==> src/rtl/vga_pattern_sequencer.sv <==
// KEYA push-button front end for the VGA test-pattern path: synchronise, debounce,
// classify short/long presses, and switch patterns only on frame boundaries.
module vga_pattern_sequencer #(
  parameter int unsigned DEB_CYCLES  = 1000000,
  parameter int unsigned LONG_CYCLES = 50000000,
  parameter int unsigned NUM_PAT     = 8,
  parameter int unsigned AUTO_FRAMES = 60
) (
  input  logic       clk_i,
  input  logic       rst_i,
  input  logic       keya_i,
  input  logic       frame_start_i,
  output logic [2:0] pat_sel_o,
  output logic       auto_mode_o,
  output logic       pat_update_o,
  output logic       key_press_o
);

  localparam int unsigned DW = $clog2(DEB_CYCLES) + 1;
  localparam int unsigned HW = $clog2(LONG_CYCLES) + 1;
  localparam int unsigned FW = $clog2(AUTO_FRAMES) + 1;

  localparam logic [DW-1:0] DEB_LAST  = DW'(DEB_CYCLES - 1);
  localparam logic [DW-1:0] DEB_INC   = DW'(1);
  localparam logic [HW-1:0] LONG_LAST = HW'(LONG_CYCLES);
  localparam logic [HW-1:0] HOLD_INC  = HW'(1);
  localparam logic [FW-1:0] AUTO_LAST = FW'(AUTO_FRAMES - 1);
  localparam logic [FW-1:0] FRAME_INC = FW'(1);
  localparam logic [2:0]    PAT_LAST  = 3'(NUM_PAT - 1);

  typedef enum logic [1:0] {
    ST_IDLE    = 2'd0,
    ST_PRESSED = 2'd1,
    ST_HELD    = 2'd2
  } key_state_e;

  logic          sync1_q, sync2_q;
  logic          key_db_q, key_db_d;
  logic [DW-1:0] deb_cnt_q, deb_cnt_d;
  key_state_e    state_q, state_d;
  logic [HW-1:0] hold_cnt_q, hold_cnt_d;
  logic          short_s, toggle_s;
  logic          pending_q, pending_d;
  logic          auto_mode_q, auto_mode_d;
  logic [FW-1:0] frame_cnt_q, frame_cnt_d;
  logic [2:0]    pat_sel_q, pat_sel_d;
  logic          pat_update_q, pat_update_d;
  logic          key_press_q;
  logic          advance_s;
  logic [2:0]    pat_next_s;

  // Debounce: the accepted level follows the synced level only after a full run of disagreement.
  always_comb begin
    key_db_d  = key_db_q;
    deb_cnt_d = '0;
    if (sync2_q != key_db_q) begin
      if (deb_cnt_q >= DEB_LAST) begin
        key_db_d  = sync2_q;
        deb_cnt_d = '0;
      end else begin
        deb_cnt_d = deb_cnt_q + DEB_INC;
      end
    end else begin
      deb_cnt_d = '0;
    end
  end

  always_comb begin
    state_d    = state_q;
    hold_cnt_d = hold_cnt_q;
    short_s    = 1'b0;
    toggle_s   = 1'b0;
    case (state_q)
      ST_IDLE: begin
        if (!key_db_q) begin
          state_d    = ST_PRESSED;
          hold_cnt_d = '0;
        end else begin
          state_d    = ST_IDLE;
        end
      end
      ST_PRESSED: begin
        // Release wins over the long-press threshold when both land in the same cycle.
        if (key_db_q) begin
          short_s = 1'b1;
          state_d = ST_IDLE;
        end else if (hold_cnt_q >= LONG_LAST) begin
          toggle_s = 1'b1;
          state_d  = ST_HELD;
        end else begin
          hold_cnt_d = hold_cnt_q + HOLD_INC;
        end
      end
      ST_HELD: begin
        if (key_db_q) begin
          state_d = ST_IDLE;
        end else begin
          state_d = ST_HELD;
        end
      end
      default: begin
        state_d = ST_IDLE;
      end
    endcase
  end

  always_comb begin
    advance_s  = frame_start_i &&
                 (pending_q || (auto_mode_q && (frame_cnt_q == AUTO_LAST)));
    pat_next_s = (pat_sel_q >= PAT_LAST) ? 3'd0 : (pat_sel_q + 3'd1);
    pat_sel_d    = advance_s ? pat_next_s : pat_sel_q;
    pat_update_d = advance_s;
    auto_mode_d  = toggle_s ? ~auto_mode_q : auto_mode_q;

    // A press decided in the same cycle as FRAME_START survives to the next frame.
    if (short_s) begin
      pending_d = 1'b1;
    end else if (advance_s) begin
      pending_d = 1'b0;
    end else begin
      pending_d = pending_q;
    end

    if (toggle_s || !auto_mode_q) begin
      frame_cnt_d = '0;
    end else if (frame_start_i) begin
      frame_cnt_d = advance_s ? '0 : (frame_cnt_q + FRAME_INC);
    end else begin
      frame_cnt_d = frame_cnt_q;
    end
  end

  always_ff @(posedge clk_i or posedge rst_i) begin
    if (rst_i) begin
      sync1_q      <= 1'b1;
      sync2_q      <= 1'b1;
      key_db_q     <= 1'b1;
      deb_cnt_q    <= '0;
      state_q      <= ST_IDLE;
      hold_cnt_q   <= '0;
      pending_q    <= 1'b0;
      auto_mode_q  <= 1'b0;
      frame_cnt_q  <= '0;
      pat_sel_q    <= 3'd0;
      pat_update_q <= 1'b0;
      key_press_q  <= 1'b0;
    end else begin
      sync1_q      <= keya_i;
      sync2_q      <= sync1_q;
      key_db_q     <= key_db_d;
      deb_cnt_q    <= deb_cnt_d;
      state_q      <= state_d;
      hold_cnt_q   <= hold_cnt_d;
      pending_q    <= pending_d;
      auto_mode_q  <= auto_mode_d;
      frame_cnt_q  <= frame_cnt_d;
      pat_sel_q    <= pat_sel_d;
      pat_update_q <= pat_update_d;
      key_press_q  <= short_s;
    end
  end

  assign pat_sel_o    = pat_sel_q;
  assign auto_mode_o  = auto_mode_q;
  assign pat_update_o = pat_update_q;
  assign key_press_o  = key_press_q;

endmodule
==> config.mk <==
export PLATFORM = sky130hd
export DESIGN_NAME = vga_pattern_sequencer
export DESIGN_NICKNAME = d
export VERILOG_FILES = /design/src/rtl/vga_pattern_sequencer.sv
export SDC_FILE = /design/constraint.sdc
export NUM_CORES = 1
export LEC_CHECK = 0
export CORE_MARGIN = 2
export CORE_UTILIZATION = 30
export DETAILED_ROUTE_END_ITERATION = 16
export SLEW_MARGIN = 40
export SYNTH_ARGS = -nofsm -noshare
export SYNTH_HDL_FRONTEND = slang
export SYNTH_SLANG_ARGS = --single-unit
==> constraint.sdc <==
create_clock -name clk_i -period 3.7 [get_ports clk_i]
set_input_delay 0.37 -clock clk_i [delete_from_list [all_inputs] [get_ports clk_i]]
set_output_delay 0.37 -clock clk_i [all_outputs]
set_load 0.1 [all_outputs]
==> summary.txt <==
Setup path
  – Startpoint Class: flip-flop
  – RR Endpoint: hold_cnt_q[24]
  – Setup CP Type: flip-flop to flip-flop
  – Origin of the critical flop-to-flop path: hold_cnt_q[9]
  – Worst Path Arrival: 2.85 ns
  – Slowest-stage cell, CP: or4_1
  – Most frequent CP cell: or4_1
  – Slowest stage delay, CP: 0.61 ns
  – Worst endpoint required time: 3.95 ns
  – Critical Path Fanout Max: 25
  – Flop2flop setup slack: 1.10 ns
  – Critical Path End Type: flip-flop
  – Reg2Reg Depth: 5
  – CP Cell Sequence: or4_1, o2111a_1, o21a_1, or4_1, a21oi_1

Placement
  – # port buffers: 9
  – Placer Congestion: 0.8255
  – Placed cells: 502
  – Area of placed instances: 0.003649 mm2
  – Hpwl dp: 4638 um

Yosys
  – Cell taking the most area after synthesis: dfrtp_1
  – Synth Cell Area: 0.003427 mm2
  – Syn. warnings: 0
  – Synth top area share: 46.73%
  – Seq cells post-synth: 67
  – Top post-synthesis cells by area: dfrtp_1 47%, nand3_1 3.5%, nor2_1 3.5%
  – Syn_area_per_cell: 9.573 um2
  – FFs w/ async S/R, synth: 100.0%
  – EDFF count, synth: 0
  – Ys flop type: dfrtp_1
  – Register area share after synthesis: 49.03%
  – Cells after synthesis: 358
  – Synthesized net count: 371
  – Yosys cell types: 43

Drt
  – Post-Route WL: 6838 um
  – DRT antenna net count: 0
  – Post-DR wirelength/cell: 13.15 um
  – TritonRoute pass-1 iters: 4
  – Initial DRC count: 150
  – DRC violations left: 0
  – Vias per std cell: 5.190
  – Vias: 2699

Finish
  – Share of cells above drive strength 1: 9.549%
  – Diode count: 0
  – Most frequent cells in the layout: 64 x dfrtp_1, 31 x nor2_1, 28 x nand2_1
  – Design Area, Final: 0.003954 mm2
  – Non-filler cells, final: 520
  – Area grow syn2layout: 15.37%
  – Final nets: 385
  – Most common cell after layout, fill and taps aside: dfrtp_1

Global route
  – Grt total ovfl: 0
  – Vias in the first global route: 2580
  – GRT Util Overall: 11.74%
  – Largest net degree at the start of global routing: 68
  – First-pass GRT wire length: 11990 um
  – Initial antenna violation count: 0

Worst hold path
  – HP Class: flip-flop to flip-flop
  – Hold Startpoint: sync1_q
  – Hold EP: sync2_q
  – Min-Delay Path Depth: 0

Clocking
  – CTS Root Cell: clkbuf_16
  – H-tree Lvls: 3
  – Post-CTS Resized: 0
  – Worst-case clock buffer depth: 2
  – CTS tree: yes
  – Inserted Clock Buffers: 9
  – Clock latency on the worst-skew pair: 0.33 ns
  – Post-CTS Repair Setup Buffers: 0
  – Hold_buf cts: 0
  – TritonCTS Sinks: 67
  – Reg clk slew, reported paths: 0.05 ns

STA
  – Tightest Pin Transition: 0.7778 ns
  – Setup tns final: 0 ns
  – Final setup fails: 0
  – Clock Skew: 0.009388 ns
  – Unrepaired setup endpoints after global routing: false
  – Period utilization: 70.28%
  – Fin crit period: 2.600 ns
  – Rel. slew slack: 48.15%
  – Slew Limit Fails: 0
  – Max Clk Rate: 384.5 MHz
  – Final Hold Viols: 0

Die
  – IO Pins: 10
  – Core ar.: 0.01127 mm2
  – Die span in x: 110.9 um
  – Die Y: 110.9 um
  – Die area: 0.01229 mm2
  – FP Rows: 39
  – Initial Util: 30.40%

Pwr
  – Tot Pwr: 2064 uW
  – PD cells: 522.1 mW/mm2
  – Leakage: 0.001635 uW
  – Peak VDD IR: 281.1 uV

Run
  – Maxcap violations: 0

Status
  – Outcome: finished, final reports clean
[area by class of cell]
type,instances,area (um2)
clock buffer,12,256.5
fill,1124,7318
sequential,67,1680
timing repair buffer,13,95.09
tap,143,178.9
clock inverter,4,26.28
multi-input combinational,268,1668
inverter,13,48.80
[flip-flops by register name, indices dropped and copies added, names as in the netlist]
name and cells:
frame_cnt_q 7, key_db_q 1, key_press_o 1, sync2_q 1, sync1_q 1, pending_q 1
deb_cnt_q 21, hold_cnt_q 27, pat_sel_o 3, pat_update_o 1, auto_mode_o 1, state_q 2
[worst max path at each step]
stage / startpoint / end / slack (ns)
detailed placement: hold_cnt_q[9] / hold_cnt_q[13] / 1.14
finish: hold_cnt_q[9] / hold_cnt_q[24] / 1.10
global placement: hold_cnt_q[9] / hold_cnt_q[13] / 1.19
CTS: hold_cnt_q[9] / hold_cnt_q[13] / 1.14
global route: hold_cnt_q[9] / hold_cnt_q[6] / 0.97
floorplan: hold_cnt_q[9] / hold_cnt_q[22] / 1.54
[worst max-delay path: cells and delay by family, from the launching register on]
| family | cells | cell delay (ns) |
|---|---|---|
| flip-flops | 1 | 0.44 |
| AND/OR/NAND/NOR | 2 | 1.18 |
| AO/OA/AOI/OAI | 3 | 0.90 |
[metal layers]
metal  share of wire (%)  vias up  wire, um  GRT usage [%]
li1                    -     1327         -              -
met1                  49     1332      3337          15.77
met2                  47       29      3181          18.28
met3                 2.6       11       178          1.859
met4                 2.1        0       141          6.167
met5                   0        -         0              0
[synthesized netlist by cell type (all sizes together) (3+ instances only)]
master and instances:
a21o 6, a21oi 19, and2 3, and3 5, and4 4, clkbuf 8
dfrtp 64, dfstp 3, ha 9, inv 13, mux2i 6, nand2 28
nand2b 3, nand3 24, nand4 14, nor2 32, nor3 13, nor4 8
o211ai 3, o21ai 17, o31ai 9, or2 4, or3 9, or4 10
xnor2 13, xor2 11
[cells by family after synthesis]
family	share of synthesized area, %
multiplexers	2.410
AND/OR/NAND/NOR	25.05
flip-flops	49.03
other	0.1094
adder cells (fa/ha/maj)	3.286
AO/OA/AOI/OAI	11.43
buffers and inverters	2.556
XOR/XNOR	6.134
[per-stage QoR]
step | worst slack (ns) | utilization, % | hold slack (ns)
after global placement | 1.192 | 32.58 | 0.3467
after detailed placement | 1.144 | 32.37 | 0.3478
after CTS | 1.137 | 34.88 | 0.3557
after global routing | 0.9667 | 35.08 | 0.3591
final | 1.100 | 35.08 | 0.3545
after floorplan | 1.541 | - | 0.3452
[report_power, final]
group | switching [uW] | internal (uW) | total (uW)
clock | 303 | 488 | 791
combinational | 325 | 103 | 428
sequential | 55.3 | 790 | 845
total | 683 | 1380 | 2060
Power figures use the tool's default switching activity.
